File: config.mk
export PLATFORM = sky130hd
export DESIGN_NAME = dds_sweep_ctrl_flat
export DESIGN_NICKNAME = d
export VERILOG_FILES = /design/src/rtl/dds_sweep_ctrl_if.sv /design/src/rtl/dds_sweep_ctrl.sv /design/src/flat_wrapper.sv
export SDC_FILE = /design/constraint.sdc
export NUM_CORES = 1
export LEC_CHECK = 0
export ABC_CLOCK_PERIOD_IN_PS = 3790
export CORE_MARGIN = 5
export CORE_UTILIZATION = 30
export CTS_BUF_LIST = sky130_fd_sc_hd__clkbuf_4 sky130_fd_sc_hd__clkbuf_8 sky130_fd_sc_hd__clkbuf_16
export DETAILED_ROUTE_END_ITERATION = 7
export PLACE_DENSITY = 0.5
export SLEW_MARGIN = 5
export SYNTH_ARGS = -nofsm -noshare
export SYNTH_HDL_FRONTEND = slang
export SYNTH_SLANG_ARGS = --single-unit
File: constraint.sdc
create_clock -name clk -period 3.79 [get_ports clk]
set_input_delay 0.9475 -clock clk [delete_from_list [all_inputs] [get_ports clk]]
set_output_delay 0.9475 -clock clk [all_outputs]
set_load 0.1 [all_outputs]
File: src/rtl/dds_sweep_ctrl_if.sv
// Bundle of control, configuration and status signals between a sweep
// requester (master) and the DDS sweep scheduler (slave).
interface dds_sweep_ctrl_if #(
    parameter int M_W     = 13,
    parameter int A_W     = 11,
    parameter int DWELL_W = 16
);
    logic               start;
    logic               stop;
    logic [M_W-1:0]     f_start;
    logic [M_W-1:0]     f_stop;
    logic [M_W-1:0]     f_step;
    logic [DWELL_W-1:0] dwell;
    logic               mode;
    logic [A_W-1:0]     amp_in;
    logic [1:0]         shape_in;
    logic               acc_wrap;
    logic [M_W-1:0]     phase_M;
    logic [A_W-1:0]     signal_A;
    logic [1:0]         signal_shape;
    logic               busy;
    logic               done;

    modport master (
        output start, stop, f_start, f_stop, f_step, dwell, mode,
               amp_in, shape_in, acc_wrap,
        input  phase_M, signal_A, signal_shape, busy, done
    );

    modport slave (
        input  start, stop, f_start, f_stop, f_step, dwell, mode,
               amp_in, shape_in, acc_wrap,
        output phase_M, signal_A, signal_shape, busy, done
    );
endinterface

File: src/rtl/dds_sweep_ctrl.sv
// Frequency-sweep scheduler for the DDS core. Steps the tuning word from a
// start to a stop frequency with a programmable dwell, one-shot or as a
// continuous triangle sweep. Tuning-word changes after the initial load are
// committed only on a phase-accumulator wrap pulse to keep the output glitch-free.
module dds_sweep_ctrl #(
    parameter int M_W     = 13,
    parameter int A_W     = 11,
    parameter int DWELL_W = 16
) (
    input logic            clk,
    input logic            rst,
    dds_sweep_ctrl_if.slave bus
);

    typedef enum logic [1:0] {
        IDLE,
        RUN,
        WAIT_WRAP
    } state_t;

    state_t             state;
    logic [M_W-1:0]     lo;
    logic [M_W-1:0]     hi;
    logic [M_W-1:0]     step;
    logic [M_W-1:0]     target;
    logic [M_W-1:0]     next_val;
    logic [DWELL_W-1:0] dwell_lat;
    logic [DWELL_W-1:0] cnt;
    logic               mode_lat;
    logic               dir_up;

    logic [DWELL_W-1:0] dwell_eff;
    logic [M_W:0]       sum_up;
    logic [M_W:0]       diff_dn;
    logic [M_W-1:0]     next_calc;

    // A dwell of zero is treated as a single RUN cycle
    always_comb begin
        dwell_eff = (dwell_lat == '0) ? DWELL_W'(1) : dwell_lat;
    end

    // Next tuning word, clamped to the target with one extra bit so nothing wraps
    always_comb begin
        sum_up  = {1'b0, bus.phase_M} + {1'b0, step};
        diff_dn = {1'b0, bus.phase_M} - {1'b0, step};
        if (dir_up) begin
            next_calc = (sum_up > {1'b0, target}) ? target : sum_up[M_W-1:0];
        end else if (bus.phase_M < step) begin
            next_calc = target;
        end else begin
            next_calc = (diff_dn < {1'b0, target}) ? target : diff_dn[M_W-1:0];
        end
    end

    // Sweep state machine with registered outputs and latched configuration
    always_ff @(posedge clk) begin
        if (rst) begin
            state            <= IDLE;
            lo               <= '0;
            hi               <= '0;
            step             <= '0;
            target           <= '0;
            next_val         <= '0;
            dwell_lat        <= '0;
            cnt              <= '0;
            mode_lat         <= 1'b0;
            dir_up           <= 1'b0;
            bus.phase_M      <= '0;
            bus.signal_A     <= '0;
            bus.signal_shape <= '0;
            bus.busy         <= 1'b0;
            bus.done         <= 1'b0;
        end else begin
            bus.done <= 1'b0;
            case (state)
                IDLE: begin
                    if (bus.start) begin
                        lo               <= bus.f_start;
                        hi               <= bus.f_stop;
                        step             <= bus.f_step;
                        dwell_lat        <= bus.dwell;
                        mode_lat         <= bus.mode;
                        target           <= bus.f_stop;
                        dir_up           <= (bus.f_stop >= bus.f_start);
                        cnt              <= '0;
                        bus.phase_M      <= bus.f_start;
                        bus.signal_A     <= bus.amp_in;
                        bus.signal_shape <= bus.shape_in;
                        if ((bus.f_step == '0) || (bus.f_start == bus.f_stop)) begin
                            bus.done <= 1'b1;
                        end else begin
                            state    <= RUN;
                            bus.busy <= 1'b1;
                        end
                    end
                end
                RUN: begin
                    if (bus.stop) begin
                        state    <= IDLE;
                        bus.busy <= 1'b0;
                    end else if (cnt == dwell_eff - 1'b1) begin
                        next_val <= next_calc;
                        cnt      <= '0;
                        state    <= WAIT_WRAP;
                    end else begin
                        cnt <= cnt + 1'b1;
                    end
                end
                WAIT_WRAP: begin
                    if (bus.stop) begin
                        state    <= IDLE;
                        bus.busy <= 1'b0;
                    end else if (bus.acc_wrap) begin
                        bus.phase_M <= next_val;
                        cnt         <= '0;
                        if (next_val != target) begin
                            state <= RUN;
                        end else if (!mode_lat) begin
                            bus.done <= 1'b1;
                            bus.busy <= 1'b0;
                            state    <= IDLE;
                        end else begin
                            target <= (target == hi) ? lo : hi;
                            dir_up <= ~dir_up;
                            state  <= RUN;
                        end
                    end
                end
                default: begin
                    state    <= IDLE;
                    bus.busy <= 1'b0;
                end
            endcase
        end
    end

endmodule

File: src/flat_wrapper.sv
// flat-port wrapper written by rule: the top's interface ports become plain ports
module dds_sweep_ctrl_flat 
#(
    parameter int M_W     = 13,
    parameter int A_W     = 11,
    parameter int DWELL_W = 16
)
  (clk, rst, bus_start, bus_stop, bus_f_start, bus_f_stop, bus_f_step, bus_dwell, bus_mode, bus_amp_in, bus_shape_in, bus_acc_wrap, bus_phase_M, bus_signal_A, bus_signal_shape, bus_busy, bus_done);
  dds_sweep_ctrl_if #(.M_W(M_W), .A_W(A_W), .DWELL_W(DWELL_W)) bus_i ();
  input logic clk;
  input logic rst;
  input wire logic [$bits(bus_i.start)-1:0] bus_start;
  input wire logic [$bits(bus_i.stop)-1:0] bus_stop;
  input wire logic [$bits(bus_i.f_start)-1:0] bus_f_start;
  input wire logic [$bits(bus_i.f_stop)-1:0] bus_f_stop;
  input wire logic [$bits(bus_i.f_step)-1:0] bus_f_step;
  input wire logic [$bits(bus_i.dwell)-1:0] bus_dwell;
  input wire logic [$bits(bus_i.mode)-1:0] bus_mode;
  input wire logic [$bits(bus_i.amp_in)-1:0] bus_amp_in;
  input wire logic [$bits(bus_i.shape_in)-1:0] bus_shape_in;
  input wire logic [$bits(bus_i.acc_wrap)-1:0] bus_acc_wrap;
  output wire logic [$bits(bus_i.phase_M)-1:0] bus_phase_M;
  output wire logic [$bits(bus_i.signal_A)-1:0] bus_signal_A;
  output wire logic [$bits(bus_i.signal_shape)-1:0] bus_signal_shape;
  output wire logic [$bits(bus_i.busy)-1:0] bus_busy;
  output wire logic [$bits(bus_i.done)-1:0] bus_done;
  assign bus_i.start = bus_start;
  assign bus_i.stop = bus_stop;
  assign bus_i.f_start = bus_f_start;
  assign bus_i.f_stop = bus_f_stop;
  assign bus_i.f_step = bus_f_step;
  assign bus_i.dwell = bus_dwell;
  assign bus_i.mode = bus_mode;
  assign bus_i.amp_in = bus_amp_in;
  assign bus_i.shape_in = bus_shape_in;
  assign bus_i.acc_wrap = bus_acc_wrap;
  assign bus_phase_M = bus_i.phase_M;
  assign bus_signal_A = bus_i.signal_A;
  assign bus_signal_shape = bus_i.signal_shape;
  assign bus_busy = bus_i.busy;
  assign bus_done = bus_i.done;
  dds_sweep_ctrl #(.M_W(M_W), .A_W(A_W), .DWELL_W(DWELL_W)) u_core (.clk(clk), .rst(rst), .bus(bus_i));
endmodule
==> results.py <==
metrics = {
    "run_status": {
        "status": "finished, violations left",
        "violations": "negative setup slack",
    },
    "die": {
        "ioPinCount": 102,
        "dieHeight_um": 178,
        "start_util": 0.304,
        "rows": 61,
        "coreArea_um2": 27900,
        "die_area_um2": 31700,
        "die_w_um": 178,
    },
    "critical_path": {
        "arrival_ps": 4310,
        "path_class": "reg2reg",
        "required_ps": 4140,
        "cp_max_fo": 3,
        "r2r-start": "u_core.bus.phase_M[0]$_SDFFE_PP0P_",
        "critPathLaunch": "u_core.bus.phase_M[0]$_SDFFE_PP0P_",
        "start_kind": "register",
        "endpoint_kind": "register",
    },
    "yosys": {
        "ys_ff_latch": 129,
        "syn_avg_cell_area_um2": 7.78,
        "syn_nets": 1231,
        "synth_warnings": 0,
        "async_flop_share": 0,
        "synth_edf_count": 0,
        "synth_area_leaders": "dfxtp_1 30%, ha_1 9.7%, nand2_1 7.8%",
        "synth_area_um2": 8470,
        "yosysUniqueCellTypes": 71,
        "synth_seq_area_share": 0.305,
        "synth_top_flop_cell": "dfxtp_1",
        "syn_inst": 1089,
        "synth_top_area_cell": "dfxtp_1",
        "synth_top_area_share": 0.305,
    },
    "detailed_routing": {
        "drc_errors": 0,
        "routed_wl_um": 26800,
        "vias": 7944,
        "drtPass1Iterations": 5,
        "routed_via_density": 4.87,
        "postRouteAntennaNets": 0,
        "dr.first_iter.drc_count": 378,
        "wl_per_cell_um": 16.4,
    },
    "sta": {
        "whs_ps": 454,
        "relSlewSlack": 0.326,
        "tightest_slew_ps": 1010,
        "fin_skew_ps": 14.8,
        "period_needed_ps": 3960,
        "hold_viol_final": 0,
        "fin_crit_sh": 1.04,
        "max_freq_mhz": 253,
        "rsz0062_at_grt": "true",
        "finalSetupViolCount": 13,
        "drv_slew": 0,
        "setup_ws_ps": -166,
    },
    "global_route": {
        "grt_max_degree": 63,
        "gr-usage-all-layers": 0.168,
        "antenna_found_initial": 0,
        "grt-ovfl-total": 0,
        "grt_pass1_vias": 7731,
        "grt_pass1_wl_um": 42300,
    },
    "flow_run": {
        "cap_violations": 0,
    },
    "cts": {
        "root_buffer": "clkbuf_16",
        "ctsHoldBuffers": 0,
        "cts_max_path_buffers": 2,
        "cts.sinks": 129,
        "path_clk_slew_ps": 70,
        "clock_latency_ps": 420,
        "cts_htree_levels": 4,
        "cts_tree": "yes",
        "cts_inserted_buffers": 17,
    },
    "min_path": {
        "hp-class": "reg2reg",
        "hp-start": "u_core.lo[11]$_SDFFE_PP0P_",
    },
    "layout": {
        "layout.cells.most_common_list": "174 x nand2_1, 118 x a21oi_1, 118 x dfxtp_1",
        "drive_gt1_frac": 0.153,
        "layout_commonest_cell": "nand2_1",
        "antennaDiodeCount": 0,
        "fin_cells": 1632,
        "synthToLayoutAreaGrowth_pct": 32.6,
        "nets": 1383,
    },
    "placed_design": {
        "port_buffers": 101,
        "dp_cells": 1594,
        "hpwl_um": 20100,
        "place.gp.congestion": 0.871,
    },
    "power_and_ir_drop": {
        "power.leakage_nw": 4.72,
        "powerDensity_nw_per_um2": 431,
        "ir_drop_uv": 299,
    },
}
==> path summary, 6_finish.rpt <==
check	to	slack, ps	depth (start not counted)
max	u_core.next_val[12]$_SDFFE_PP0P_	-170	19
min	u_core.lo[11]$_SDFFE_PP0P_	450	2
max reg2reg	u_core.next_val[12]$_SDFFE_PP0P_	-170	19
min reg2reg	u_core.lo[11]$_SDFFE_PP0P_	450	2
==> worst max-delay path, stage by stage, from the launching register on <==
cell and delay, ps:
dfxtp_4 360, ha_4 160, fa_2 350, nor2b_4 140
o311a_1 320, o41ai_2 210, buf_4 170, nor2_2 30
nor2_1 110, xnor2_1 160, ha_1 280, a21o_1 190
a21oi_2 150, o2111ai_2 140, o2bb2ai_2 210, o31ai_4 100
or2_4 260, o21a_4 130, a221o_1 290, o21ai_1 120
==> state kept, by name, indices dropped and copies added (netlist names), 11 cells and up <==
| signal | cells |
|---|---|
| u_core.bus.phase_M | 13 |
| u_core.bus.signal_A | 11 |
| u_core.lo | 13 |
| u_core.next_val | 13 |
| u_core.target | 13 |
| u_core.hi | 13 |
| u_core.dwell_lat | 16 |
| u_core.cnt | 16 |
| u_core.step | 13 |
==> stage by stage <==
step / worst slack [ps] / area, µm² / util / TNS, ps / total power, mW
after floorplan: -155 / 8590 / - / -586 / 2.58
after CTS: -171 / 11200 / 0.401 / -1400 / 4.86
after global placement: -100 / 10500 / 0.376 / -483 / 3.15
after detailed placement: -178 / 10500 / 0.376 / -1100 / 3.15
after global routing: -389 / 11200 / 0.403 / -4140 / 5.12
final: -166 / 11200 / 0.403 / -1220 / 4.85
==> Yosys cell counts (all sizes together) (4+ instances only) <==
library cell and instances:
a31oi 19, nor4 12, and4 4, nand3b 13, mux2 6, nand2 175
o21a 4, or2b 4, a21oi 121, xnor2 48, inv 61, and3 15
xor2 19, mux2i 37, nor3 13, a21o 17, nand2b 14, nor2 93
nand3 13, dfxtp 129, ha 66, clkbuf 50, nor2b 11, or3 10
o21ai 33, o41ai 4, nand4 11, buf 11, a221oi 6, a211oi 19
==> per-layer routing <==
layer	share of wire	track usage	vias up
met5	0	0	-
met4	0.0088	0.0309	0
met3	0.046	0.0398	13
met2	0.42	0.251	133
met1	0.53	0.249	3694
li1	-	-	4104
==> where the power goes <==
part | switching (mW) | total (mW) | leakage [nW] | internal (mW)
registers | 0.0742 | 1.50 | 1.06 | 1.43
logic | 0.942 | 1.74 | 3.39 | 0.795
clock network | 0.735 | 1.61 | 0.277 | 0.871
total | 1.75 | 4.85 | 4.72 | 3.09
==> cell type report <==
class	count	area, µm²
clock buffers	17	425
clock inverters	15	143
fillers	2861	16600
inverters	61	229
multi-input cells	838	5610
flip-flops and latches	129	2610
well taps	378	473
repair buffers	194	1750
==> repair_timing <==
item                                   4_1_cts  5_1_grt
resized for setup                           21       17
setup endpoints to repair                   13       26
endpoints found under the hold margin        0        0
setup buffers                                6        1
pin swaps                                   12        5
==> cells by family after synthesis <==
kind of cell / share of synthesized area
buffers and inverters: 0.0586
AND/OR/NAND/NOR: 0.219
adder cells (fa/ha/maj): 0.102
XOR/XNOR: 0.0693
flip-flops: 0.305
multiplexers: 0.0517
AO/OA/AOI/OAI: 0.195
No activity file was read; power rests on OpenSTA's default activity.
